--- config.mk ---
export PLATFORM = sky130hd
export DESIGN_NAME = naneye_link_sequencer
export DESIGN_NICKNAME = d
export VERILOG_FILES = /design/src/rtl/naneye_link_sequencer_pkg.sv /design/src/rtl/naneye_link_sequencer_timer.sv /design/src/rtl/naneye_link_sequencer.sv
export SDC_FILE = /design/constraint.sdc
export NUM_CORES = 1
export LEC_CHECK = 0
export ABC_AREA = 1
export BUFFER_PORTS_ARGS = -buffer_cell sky130_fd_sc_hd__buf_2
export CELL_PAD_IN_SITES_DETAIL_PLACEMENT = 0
export CELL_PAD_IN_SITES_GLOBAL_PLACEMENT = 1
export CORE_AREA = 5 5 133 135
export DETAILED_ROUTE_END_ITERATION = 16
export DIE_AREA = 0 0 138 140
export GPL_ROUTABILITY_DRIVEN = 0
export PLACE_DENSITY = 0.59
export SETUP_SLACK_MARGIN = 0.15
export SLEW_MARGIN = 30
export SYNTH_ARGS = -nofsm -noshare
export SYNTH_HDL_FRONTEND = slang
export SYNTH_HIERARCHICAL = 1
export SYNTH_SLANG_ARGS = --single-unit
--- constraint.sdc ---
create_clock -name SCLOCK -period 6.2 [get_ports SCLOCK]
set_input_delay 0.93 -clock SCLOCK [delete_from_list [all_inputs] [get_ports SCLOCK]]
set_output_delay 0.93 -clock SCLOCK [all_outputs]
set_load 0.03 [all_outputs]
--- src/rtl/naneye_link_sequencer_pkg.sv ---
// Shared state encoding and helpers for the NanEye link sequencer.
package naneye_link_sequencer_pkg;

  localparam int unsigned STATE_W = 3;

  typedef enum logic [STATE_W-1:0] {
    ST_IDLE       = 3'd0,
    ST_WAIT_SYNC  = 3'd1,
    ST_CONFIG     = 3'd2,
    ST_WAIT_FRAME = 3'd3,
    ST_STREAM     = 3'd4,
    ST_RESYNC     = 3'd5,
    ST_FAIL       = 3'd6
  } state_e;

  // Decoder is powered in every state that is actively working on the link.
  function automatic logic dec_enabled(input state_e s);
    return (s == ST_WAIT_SYNC) || (s == ST_CONFIG) || (s == ST_WAIT_FRAME) ||
           (s == ST_STREAM) || (s == ST_RESYNC);
  endfunction

endpackage

--- src/rtl/naneye_link_sequencer_timer.sv ---
// Free-running state timer with synchronous clear and a terminal-count flag.
module naneye_link_sequencer_timer #(
  parameter int unsigned TMR_W = 24
) (
  input  logic             clk,
  input  logic             rst_n,
  input  logic             clr,
  input  logic [TMR_W-1:0] limit,
  output logic             hit_c
);

  logic [TMR_W-1:0] count;

  // Count cycles since the last clear.
  always_ff @(posedge clk or negedge rst_n) begin
    if (!rst_n) begin
      count <= '0;
    end else if (clr) begin
      count <= '0;
    end else begin
      count <= count + TMR_W'(1);
    end
  end

  // Terminal count: the transition happens on the edge that ends this cycle.
  assign hit_c = (count == (limit - TMR_W'(1)));

endmodule

--- src/rtl/naneye_link_sequencer.sv ---
// Link bring-up and supervision controller for the NanEye receive path.
module naneye_link_sequencer
  import naneye_link_sequencer_pkg::*;
#(
  parameter int unsigned SYNC_TIMEOUT  = 200000,
  parameter int unsigned FRAME_TIMEOUT = 4000000,
  parameter int unsigned MAX_RETRY     = 3,
  parameter int unsigned RSYNC_LEN     = 4,
  parameter int unsigned TMR_W         = 24,
  parameter int unsigned FCNT_W        = 16
) (
  input  logic               SCLOCK,
  input  logic               RESET,
  input  logic               START,
  input  logic               ABORT,
  input  logic               DEC_SYNC_START,
  input  logic               DEC_CONFIG_EN,
  input  logic               DEC_FRAME_START,
  input  logic               DEC_ERROR,
  input  logic               DES_RSYNC,
  input  logic               CFG_DONE,
  output logic               DEC_ENABLE,
  output logic               DEC_CONFIG_DONE,
  output logic               DEC_RSYNC,
  output logic               CFG_START,
  output logic               LINK_UP,
  output logic               LINK_FAIL,
  output logic               TIMEOUT_EV,
  output logic [FCNT_W-1:0]  FRAME_CNT,
  output logic [7:0]         ERR_CNT,
  output logic [STATE_W-1:0] STATE
);

  localparam int unsigned RETRY_W = (MAX_RETRY < 1) ? 1 : $clog2(MAX_RETRY + 1);

  state_e             state;
  state_e             next_state;
  logic               timeout_fire;
  logic               tmr_clr;
  logic               tmr_hit_c;
  logic [TMR_W-1:0]   tmr_limit;
  logic [RETRY_W-1:0] retry;
  logic               start_ok;
  logic               resync_entry;
  logic               frame_inc;
  logic               nxt_dec_enable;
  logic               nxt_cfg_done;
  logic               nxt_rsync;
  logic               nxt_cfg_start;
  logic               nxt_link_up;
  logic               nxt_link_fail;

  // Timeout limit depends on which phase is being supervised.
  always_comb begin
    tmr_limit = TMR_W'(SYNC_TIMEOUT);
    if (state == ST_STREAM) begin
      tmr_limit = TMR_W'(FRAME_TIMEOUT);
    end else if (state == ST_RESYNC) begin
      tmr_limit = TMR_W'(RSYNC_LEN);
    end
  end

  // Restart the timer on any state change and on every accepted frame while streaming.
  assign tmr_clr = (next_state != state) || (state == ST_IDLE) || (state == ST_FAIL) ||
                   ((state == ST_STREAM) && DEC_FRAME_START);

  naneye_link_sequencer_timer #(
    .TMR_W (TMR_W)
  ) u_timer (
    .clk   (SCLOCK),
    .rst_n (RESET),
    .clr   (tmr_clr),
    .limit (tmr_limit),
    .hit_c (tmr_hit_c)
  );

  // State register.
  always_ff @(posedge SCLOCK or negedge RESET) begin
    if (!RESET) begin
      state <= ST_IDLE;
    end else begin
      state <= next_state;
    end
  end

  // Next-state logic: abort beats error/timeout, which beat forward progress.
  always_comb begin
    next_state   = state;
    timeout_fire = 1'b0;
    if (ABORT) begin
      next_state = ST_IDLE;
    end else begin
      unique case (state)
        ST_IDLE: begin
          if (START) next_state = ST_WAIT_SYNC;
        end
        ST_WAIT_SYNC: begin
          if (tmr_hit_c) begin
            next_state   = ST_RESYNC;
            timeout_fire = 1'b1;
          end else if (DEC_SYNC_START || DEC_CONFIG_EN) begin
            next_state = ST_CONFIG;
          end
        end
        ST_CONFIG: begin
          if (tmr_hit_c) begin
            next_state   = ST_RESYNC;
            timeout_fire = 1'b1;
          end else if (CFG_DONE) begin
            next_state = ST_WAIT_FRAME;
          end
        end
        ST_WAIT_FRAME: begin
          if (tmr_hit_c) begin
            next_state   = ST_RESYNC;
            timeout_fire = 1'b1;
          end else if (DEC_FRAME_START) begin
            next_state = ST_STREAM;
          end
        end
        ST_STREAM: begin
          if (tmr_hit_c) begin
            next_state   = ST_RESYNC;
            timeout_fire = 1'b1;
          end else if (DEC_ERROR || DES_RSYNC) begin
            next_state = ST_RESYNC;
          end
        end
        ST_RESYNC: begin
          if (tmr_hit_c) begin
            next_state = (retry == RETRY_W'(MAX_RETRY)) ? ST_FAIL : ST_WAIT_SYNC;
          end
        end
        ST_FAIL: begin
          if (START) next_state = ST_WAIT_SYNC;
        end
        default: next_state = ST_IDLE;
      endcase
    end
  end

  // Event decode shared by counters and outputs.
  assign start_ok     = ((state == ST_IDLE) || (state == ST_FAIL)) && (next_state == ST_WAIT_SYNC);
  assign resync_entry = (state != ST_RESYNC) && (next_state == ST_RESYNC);
  assign frame_inc    = ((state == ST_WAIT_FRAME) && (next_state == ST_STREAM)) ||
                        ((state == ST_STREAM) && (next_state == ST_STREAM) && DEC_FRAME_START);

  // Output decode from the upcoming state so registered outputs line up with STATE.
  always_comb begin
    nxt_dec_enable = dec_enabled(next_state);
    nxt_cfg_start  = (next_state == ST_CONFIG) && (state != ST_CONFIG);
    nxt_cfg_done   = (state == ST_CONFIG) && (next_state == ST_WAIT_FRAME);
    nxt_rsync      = (next_state == ST_RESYNC);
    nxt_link_up    = (next_state == ST_STREAM);
    nxt_link_fail  = (next_state == ST_FAIL);
  end

  // Output registers.
  always_ff @(posedge SCLOCK or negedge RESET) begin
    if (!RESET) begin
      DEC_ENABLE      <= 1'b0;
      DEC_CONFIG_DONE <= 1'b0;
      DEC_RSYNC       <= 1'b0;
      CFG_START       <= 1'b0;
      LINK_UP         <= 1'b0;
      LINK_FAIL       <= 1'b0;
      TIMEOUT_EV      <= 1'b0;
    end else begin
      DEC_ENABLE      <= nxt_dec_enable;
      DEC_CONFIG_DONE <= nxt_cfg_done;
      DEC_RSYNC       <= nxt_rsync;
      CFG_START       <= nxt_cfg_start;
      LINK_UP         <= nxt_link_up;
      LINK_FAIL       <= nxt_link_fail;
      TIMEOUT_EV      <= timeout_fire;
    end
  end

  // Retry, frame and error counters.
  always_ff @(posedge SCLOCK or negedge RESET) begin
    if (!RESET) begin
      retry     <= '0;
      FRAME_CNT <= '0;
      ERR_CNT   <= '0;
    end else begin
      if (ABORT || start_ok || ((state == ST_WAIT_FRAME) && (next_state == ST_STREAM))) begin
        retry <= '0;
      end else if (resync_entry) begin
        retry <= retry + RETRY_W'(1);
      end
      if (start_ok) begin
        FRAME_CNT <= '0;
      end else if (frame_inc) begin
        FRAME_CNT <= FRAME_CNT + FCNT_W'(1);
      end
      if (resync_entry && (ERR_CNT != 8'hFF)) begin
        ERR_CNT <= ERR_CNT + 8'd1;
      end
    end
  end

  assign STATE = state;

endmodule

==> flow_summary_export.csv, run 1 <==
group,metric,value,unit
outcome,status,"complete, no violations",
detailed_routing,drc_errors,0,
final_layout,stdcell_area,0.00564,mm2
sta,fin_crit_sh,78.1,%
sta,tightest_slew,0.802,ns
sta,fin_ws,1.36,ns
die,core,0.0163,mm2
detailed_routing,ant_nets,0,
final_layout,area_delta_synth_final,18.0,%
worst_hold_path,holdCritPathClass,"flip-flop to flip-flop",
sta,fmax,206,MHz
placement,place_area,0.00532,mm2
clock_tree,cts_tree,"yes",
detailed_routing,first_pass_iters,6,
yosys,synth_common_cells,"nand2_1, nor2_1, inv_1, dfrtp_1, nand3_1",
sta,slew_viol_final,0,
setup_path,slowest_delay,0.65,ns
global_routing,antenna_found_initial,0,
clock_tree,worst_skew_pair.late_latency,0.33,ns
yosys,synth-seq-cells,60,
yosys,yosysUniqueCellTypes,43,
setup_path,crit_arrival,5.09,ns
sta,timing.slew.headroom,46.5,%
yosys,ys.flop_type,"dfrtp_1",
clock_tree,cts-resized-gates,0,
detailed_routing,vias,4384,
placement,dp_slack,1.37,ns
global_routing,grt_use_total,13.6,%
die,die_h,140,um
sta,fin_worst_skew,0.00847,ns
clock_tree,path_clk_slew,0.05,ns
clock_tree,clockBufferDepth,2,
setup_path,cp-start-kind,"flip-flop",
yosys,yosys_warnings,6,
clock_tree,cts.sinks,60,
setup_path,cp_slowest_cell,"dfrtp_1",
detailed_routing,routed_wl,13000,um
sta,finalSetupViolCount,0,
die,fp.dieArea,0.0193,mm2
die,pin_count,44,
job,drv_cap,0,
global_routing,overflow,0,
power,vdd_drop_max,0.152,mV
yosys,ys_seq_area_share,31.4,%
detailed_routing,via_per_inst,4.42,
die,die_w,138,um
final_layout,antennaDiodeCount,0,
yosys,avgSynthCellArea,7.00,um2
sta,final.min_clock_period,4.84,ns
yosys,synth_area_leaders,"dfrtp_1, nand2_1, nor2_1",
clock_tree,h-tree-depth,3,
detailed_routing,drt-initial-drc-count,261,
sta,fin_hold_ws,0.515,ns
yosys,yosys.cell_count.top_type,"nand2_1",
global_routing,grt_pass1_wl,21800,um
yosys,async_flop_share,100,%
clock_tree,hold_buffers,0,
final_layout,drive_gt1_share,16.8,%
final_layout,nNetsFinal,782,
setup_path,cp_max_fo,22,
setup_path,required,6.45,ns
die,initial_utilization,29.2,%
sta,rsz0062_at_grt,"no",
yosys,synth_area,0.00478,mm2
clock_tree,post-cts-setup-buffer-count,0,
sta,hold_viol_final,0,
power,power.leakage,2.94,nW
clock_tree,cts-root-buf,"clkbuf_16",
setup_path,end_kind,"flip-flop",
placement,placedCellCount,976,
yosys,synth_top_cell_by_area,"dfrtp_1",
final_layout,instances_no_fill,992,
global_routing,grt_pass1_vias,4322,
yosys,synth_cells,683,
placement,port-buffer-count,43,
placement,hpwl,9960,um
setup_path,worstSetupPathType,"flip-flop to flip-flop",
setup_path,path_common_cell,"nand2_1",
yosys,synth-edff-count,0,
clock_tree,numCtsBuffers,9,
sta,setup_tns,0,ns
die,core.rowCount,47,
detailed_routing,avgRoutedWirePerCell,13.1,um
global_routing,grt_max_degree,61,
yosys,post-synth-top-area-fraction,31.4,%
power,powerDensity,224,mW/mm2
power by group:
group	switching [W]	internal (W)	leakage (nW)
registers	0.0000381	0.000414	0.831
clock network	0.000179	0.000361	0.159
logic	0.000193	0.0000818	1.95
critical path: cells and delay by family (launching register included):
kind	cells	cell delay, ns
DFF	1	0.65
AOI/OAI and AO/OA	3	0.38
buffers and inverters	7	0.87
and+or+nand+nor	21	2.85
placed cells by master (no fill, tap or decap), types with 2 or more instances in the layout:
cell type	instances
dfrtp_1	60
xnor2_1	10
ha_1	5
clkbuf_16	9
buf_2	43
nand3b_1	11
nor3_1	10
a21oi_1	16
a31oi_1	2
nand2_1	177
clkinv_2	4
nor2_1	98
nand2_2	12
nand4_1	21
inv_4	2
nand3_2	14
nor4_1	2
nand3_1	51
nand2_4	5
conb_1	41
o21ai_0	17
inv_2	6
o21a_1	4
nor3_2	3
nor2_2	14
inv_1	76
buf_4	2
xor2_1	35
nor2_4	5
bufinv_16	2
path summary, 6_finish.rpt:
path	from	endpoint	cells past startpoint	slack (ns)
worst min-delay path	u_timer/count[0]	u_timer/count[0]	1	0.51
worst max register to register	STATE[2]	u_timer/count[9]	31	1.36
worst max-delay path	STATE[2]	u_timer/count[9]	31	1.36
worst min register to register	u_timer/count[0]	u_timer/count[0]	1	0.51
max in group asynchronous	RESET	u_timer/count[1]	2	4.89
min in group asynchronous	RESET	FRAME_CNT[0]	2	0.76
final cells by class:
type	instances	area (um2)
Sequential cell	60	1500
Timing Repair Buffer	45	230
Tap cell	220	275
Fill cell	1841	10700
Clock inverter	5	75.1
Multi-Input combinational cell	564	2980
Inverter	87	338
Clock buffer	11	243
metrics by stage:
step | utilization, % | power (W)
2_1_floorplan | - | 0.000668
3_3_place_gp | 32.6 | 0.000734
3_5_place_dp | 32.6 | 0.000734
4_1_cts | 34.5 | 0.00128
5_1_grt | 34.5 | 0.00134
6_report | 34.5 | 0.00127
logic make-up after synthesis:
logic type,synth area share [%]
other cells,0.0785
simple gates,44.4
xor+xnor,8.25
buf+inv,9.42
compound gates,5.16
fa+ha+maj,1.31
flops,31.4
layer usage:
| metal | share of wire, % | global-route usage (%) | up-vias |
|---|---|---|---|
| li1 | - | - | 2297 |
| met1 | 48 | 17.7 | 2005 |
| met2 | 48 | 23.0 | 65 |
| met3 | 2.7 | 2.11 | 17 |
| met4 | 1.8 | 4.68 | 0 |
| met5 | 0 | 0 | - |
sequential cells by signal, summed over array words and instances (netlist names):
register and cells:
u_timer/count 24, DEC_ENABLE 1, TIMEOUT_EV 1, LINK_UP 1, CFG_START 1, DEC_CONFIG_DONE 1
LINK_FAIL 1, ERR_CNT 8, DEC_RSYNC 1, STATE 3, FRAME_CNT 16, retry 2
No activity file was read; power rests on OpenSTA's default activity.
==> inputs of run 2 (changes only) <==
clock period = 4.82 ns   (was 6.2 ns; I/O delays follow)
==> flow_summary_export.csv, run 2 (synthesis gave the netlist of run 1 again) <==
group,metric,value,unit
global_routing,grt_pass1_vias,4309,
final_layout,area_delta_synth_final,18.3,%
clock_tree,h-tree-depth,3,
sta,fin_crit_sh,83.3,%
setup_path,cp-start-kind,"flip-flop",
clock_tree,path_clk_slew,0.07,ns
final_layout,top_register,"u_timer/count",
sta,slew_viol_final,0,
final_layout,mostFrequentLayoutCells,"nand2_1, nor2_1, inv_1, dfrtp_1, nand3_1",
placement,placedCellCount,977,
clock_tree,worst_skew_pair.late_latency,0.34,ns
sta,rsz0062_at_grt,"no",
setup_path,cp_max_fo,14,
final_layout,top_regs,"u_timer/count: 24 flops, FRAME_CNT: 16 flops, ERR_CNT: 8 flops",
final_layout,antennaDiodeCount,0,
final_layout,largest_register_ffs,24,
power,powerDensity,284,mW/mm2
global_routing,grt_max_degree,61,
power,vdd_drop_max,0.181,mV
sta,timing.slew.headroom,46.7,%
outcome,status,"complete, no violations",
global_routing,grt_pass1_wl,21800,um
detailed_routing,drc_errors,0,
final_layout,fillers,1821,
clock_tree,cts-root-buf,"clkbuf_16",
worst_hold_path,holdCritPathClass,"flip-flop to flip-flop",
detailed_routing,ant_nets,0,
final_layout,nNetsFinal,783,
job,drv_cap,0,
die,die_w,138,um
global_routing,antenna_found_initial,0,
detailed_routing,vias,4413,
clock_tree,post-cts-setup-buffer-count,0,
clock_tree,clockBufferDepth,2,
die,die_h,140,um
setup_path,end_kind,"flip-flop",
clock_tree,cts_tree,"yes",
detailed_routing,drt-initial-drc-count,282,
die,core.rowCount,47,
detailed_routing,first_pass_iters,5,
setup_path,crit_arrival,4.27,ns
sta,hold_viol_final,0,
sta,finalSetupViolCount,0,
sta,fmax,249,MHz
die,core,0.0163,mm2
die,fp.dieArea,0.0193,mm2
setup_path,worstSetupPathType,"flip-flop to flip-flop",
sta,tightest_slew,0.800,ns
clock_tree,numCtsBuffers,9,
detailed_routing,via_per_inst,4.44,
final_layout,drive_gt1_share,17.6,%
sta,setup_tns,0,ns
die,initial_utilization,29.2,%
detailed_routing,avgRoutedWirePerCell,13.0,um
final_layout,final_common_cell,"nand2_1",
setup_path,required,5.07,ns
final_layout,instances_no_fill,993,
placement,port-buffer-count,43,
die,pin_count,44,
power,power.leakage,2.93,nW
sta,final.min_clock_period,4.02,ns
detailed_routing,routed_wl,13000,um
placement,hpwl,9890,um
sta,fin_worst_skew,0.0123,ns
global_routing,grt_use_total,13.7,%
global_routing,overflow,0,
sta,fin_hold_ws,0.500,ns
clock_tree,hold_buffers,0,
clock_tree,cts.sinks,60,
-- run 2: layout make-up --
class / instances / area (um2) / area share [%]
multi-input combinational: 564 / 2990 / 52.9
sequential: 60 / 1510 / 26.6
inverter: 87 / 338 / 5.97
tap: 220 / 275 / 4.87
timing repair buffer: 46 / 238 / 4.20
clock buffer: 9 / 225 / 3.98
clock inverter: 7 / 83.8 / 1.48
-- run 2: routing by layer --
| layer | wire length, um | part of all wire (%) | vias up | global-route usage [%] |
|---|---|---|---|---|
| met3 | 454 | 3.5 | 9 | 2.59 |
| met4 | 119 | 0.92 | 0 | 3.17 |
| met1 | 6050 | 47 | 2027 | 18.0 |
| met5 | 0 | 0 | - | 0 |
| li1 | - | - | 2299 | - |
| met2 | 6330 | 49 | 78 | 23.3 |
-- run 2: through the flow --
step | utilization, % | setup WS [ns] | instance area (um2) | power, W
4_1_cts | 34.5 | 0.241 | 5640 | 0.00163
2_1_floorplan | - | 0.870 | 4930 | 0.000859
3_3_place_gp | 32.6 | 0.332 | 5330 | 0.000946
3_5_place_dp | 32.6 | 0.267 | 5330 | 0.000946
6_report | 34.6 | 0.804 | 5660 | 0.00161
5_1_grt | 34.6 | 0.247 | 5660 | 0.00171
-- run 2: power by group --
group,internal (W),switching (W)
clock network,0.000409,0.000264
registers,0.000533,0.0000489
logic,0.000106,0.000248
total,0.00105,0.000561
-- run 2: repair_timing --
action,4_1_cts,5_1_grt
gates resized for setup,0,6
hold endpoints to repair,0,0
setup endpoints to repair,0,37
-- run 2: path summary, 6_finish.rpt --
check | from | end | slack [ns] | depth (start not counted)
max in group asynchronous | RESET | STATE[2] | 3.69 | 2
worst min register to register | u_timer/count[0] | u_timer/count[0] | 0.50 | 1
worst min-delay path | u_timer/count[0] | u_timer/count[0] | 0.50 | 1
worst max register to register | STATE[1] | u_timer/count[9] | 0.80 | 25
worst max-delay path | STATE[1] | u_timer/count[9] | 0.80 | 25
min in group asynchronous | RESET | FRAME_CNT[0] | 0.54 | 2
-- run 2: worst max-delay path, cell delays in order (launching register included) --
cell and delay, ns:
dfrtp_2 0.53, nor2_2 0.06, nand2_1 0.08, inv_1 0.26, nor2_1 0.29, nand2_1 0.08
nor2_1 0.23, nand3_1 0.11, nand2_1 0.07, nand2_1 0.04, inv_1 0.04, nand2_1 0.04
nor2_1 0.08, nand3_1 0.08, nor2_2 0.32, inv_2 0.12, nor2_1 0.13, nor2_2 0.06
nor2_2 0.17, nand2_2 0.09, nand2_4 0.11, xor2_1 0.15, nand4_1 0.13, inv_1 0.32
o21ai_0 0.15, a21oi_1 0.16
==> inputs of run 3 (changes only) <==
clock period = 4 ns   (was 4.82 ns; I/O delays follow)
==> flow_summary_export.csv, run 3 (synthesis gave the netlist of run 1 again) <==
group,metric,value,unit
detailed_routing,first_pass_iters,4,
final_layout,final_common_cell,"nand2_1",
detailed_routing,vias,4446,
final_layout,mostFrequentLayoutCells,"nand2_1, nor2_1, inv_1, dfrtp_1, nand3_1",
sta,fmax,277,MHz
setup_path,startpoint,"STATE[1]",
setup_path,cp-start-kind,"flip-flop",
clock_tree,cts_tree,"yes",
outcome,status,"complete, no violations",
final_layout,drive_gt1_share,19.8,%
power,vdd_drop_max,0.222,mV
global_routing,grt_max_degree,43,
global_routing,grt_pass1_wl,21700,um
global_routing,busiest_layer,"met2",
global_routing,overflow,0,
final_layout,top_register,"u_timer/count",
setup_path,worstSetupPathType,"flip-flop to flip-flop",
sta,fin_ws,0.385,ns
setup_path,cp_max_fo,11,
clock_tree,numCtsBuffers,9,
final_layout,top_regs,"u_timer/count: 24 flops, FRAME_CNT: 16 flops, ERR_CNT: 8 flops",
sta,fin_crit_sh,90.4,%
global_routing,grt_use_total,13.5,%
sta,rsz0062_at_grt,"no",
detailed_routing,avgRoutedWirePerCell,13.2,um
job,drv_cap,0,
final_layout,largest_register_ffs,24,
power,power.leakage,3.04,nW
final_layout,multi_input_area,0.00303,mm2
die,pin_count,44,
global_routing,grt_pass1_vias,4160,
placement,hpwl,10200,um
global_routing,grt_use_met2,23.4,%
sta,hold_viol_final,0,
worst_hold_path,holdCritPathClass,"input port to asynchronous set/reset pin",
setup_path,crit_end,"u_timer/count[0]",
clock_tree,h-tree-depth,3,
final_layout,antennaDiodeCount,0,
die,die_w,138,um
setup_path,ff2ff_path_depth,25,
sta,finalSetupViolCount,0,
sta,final.min_clock_period,3.61,ns
setup_path,crit_arrival,3.86,ns
global_routing,antenna_found_initial,0,
placement,port-buffer-count,43,
detailed_routing,ant_nets,0,
detailed_routing,drt-initial-drc-count,193,
global_routing,grt_use_met1,17.8,%
final_layout,fillers,1848,
setup_path,end_kind,"flip-flop",
final_layout,fin_util,35.8,%
clock_tree,cts-root-buf,"clkbuf_16",
global_routing,met3_usage,2.56,%
sta,setup_tns,0,ns
placement,placedCellCount,986,
clock_tree,cts.sinks,60,
clock_tree,hold_buffers,0,
setup_path,rr_startpoint,"STATE[1]",
detailed_routing,drc_errors,0,
setup_path,rrSetupSlack,0.39,ns
clock_tree,worst_skew_pair.late_latency,0.32,ns
placement,dp_slack,0.149,ns
power,powerDensity,332,mW/mm2
final_layout,instances_no_fill,1013,
die,initial_utilization,29.2,%
die,die_h,140,um
sta,timing.slew.headroom,63.3,%
clock_tree,path_clk_slew,0.05,ns
sta,slew_viol_final,0,
sta,fin_worst_skew,0.00565,ns
clock_tree,clockBufferDepth,2,
setup_path,r2r-end,"u_timer/count[0]",
die,fp.dieArea,0.0193,mm2
final_layout,nNetsFinal,804,
die,core,0.0163,mm2
detailed_routing,via_per_inst,4.39,
final_layout,area_delta_synth_final,22.6,%
final_layout,register_area,0.00150,mm2
setup_path,required,4.25,ns
sta,tightest_slew,0.550,ns
detailed_routing,routed_wl,13300,um
die,core.rowCount,47,
run 3: cell types whose count changed in the layout (fill, tap and decap cells not counted), moves of 3 or more:
cell	previous run	this run
nor2_1	97	94
buf_4	3	19
nor2_4	6	11
clkbuf_1	0	3
run 3: worst min-delay path by stage:
| stage | startpoint | end | slack [ns] | cells after the start |
|---|---|---|---|---|
| 2_1_floorplan | RESET | CFG_START | 0.30 | 0 |
| 6_report | RESET | ERR_CNT[7] | 0.26 | 1 |
| 3_5_place_dp | ERR_CNT[1] | ERR_CNT[1] | 0.51 | 2 |
| 5_1_grt | RESET | u_timer/count[18] | 0.32 | 1 |
| 4_1_cts | RESET | FRAME_CNT[3] | 0.47 | 1 |
| 3_3_place_gp | ERR_CNT[1] | ERR_CNT[1] | 0.51 | 2 |
run 3: power breakdown:
group	total, W	switching [W]	internal, W
combinational	0.000495	0.000331	0.000164
clock	0.000755	0.000260	0.000495
sequential	0.000697	0.0000541	0.000643
run 3: layout make-up:
class	count	area share (%)
repair buffers	66	7.09
multi-input cells	564	51.7
clock buffers	13	4.27
clock inverters	2	0.598
well taps	220	4.70
flip-flops and latches	60	25.7
inverters	87	5.87
repair inverters	1	0.128
run 3: timing repair:
action / CTS / global route
cloned: 0 / 2
endpoints found under the setup margin: 6 / 49
gates resized for setup: 1 / 19
pin swaps: 0 / 6
buffers inserted: 0 / 10
run 3: critical path, stage by stage, from the launching register on:
cell	delay, ns
dfrtp_2	0.48
inv_6	0.11
nand2_4	0.08
buf_8	0.15
nor2_1	0.09
nand2_1	0.09
nor2_4	0.23
buf_4	0.16
nand2_1	0.04
o21ai_0	0.07
nand4_1	0.18
nor2_1	0.13
nand3_1	0.12
nor2_4	0.19
inv_2	0.09
nor2_1	0.14
nor2_2	0.08
nor2_4	0.12
nand2_2	0.08
nand2_4	0.09
xor2_1	0.15
nand4_1	0.10
buf_4	0.18
buf_2	0.17
buf_4	0.14
nor2_1	0.09
run 3: metrics by stage:
| stage | hold WS (ns) | area (um2) | total power (W) |
|---|---|---|---|
| after floorplan | 0.304 | 4930 | 0.00104 |
| after global placement | 0.514 | 5410 | 0.00116 |
| after detailed placement | 0.514 | 5410 | 0.00116 |
| after CTS | 0.473 | 5700 | 0.00194 |
| after global routing | 0.323 | 5860 | 0.00205 |
| final | 0.263 | 5860 | 0.00195 |
run 3: per-layer routing:
metal / wire length [um] / part of all wire, %
met1: 6360 / 48
met2: 6640 / 50
met3: 295 / 2.2
met4: 40 / 0.30
met5: 0 / 0
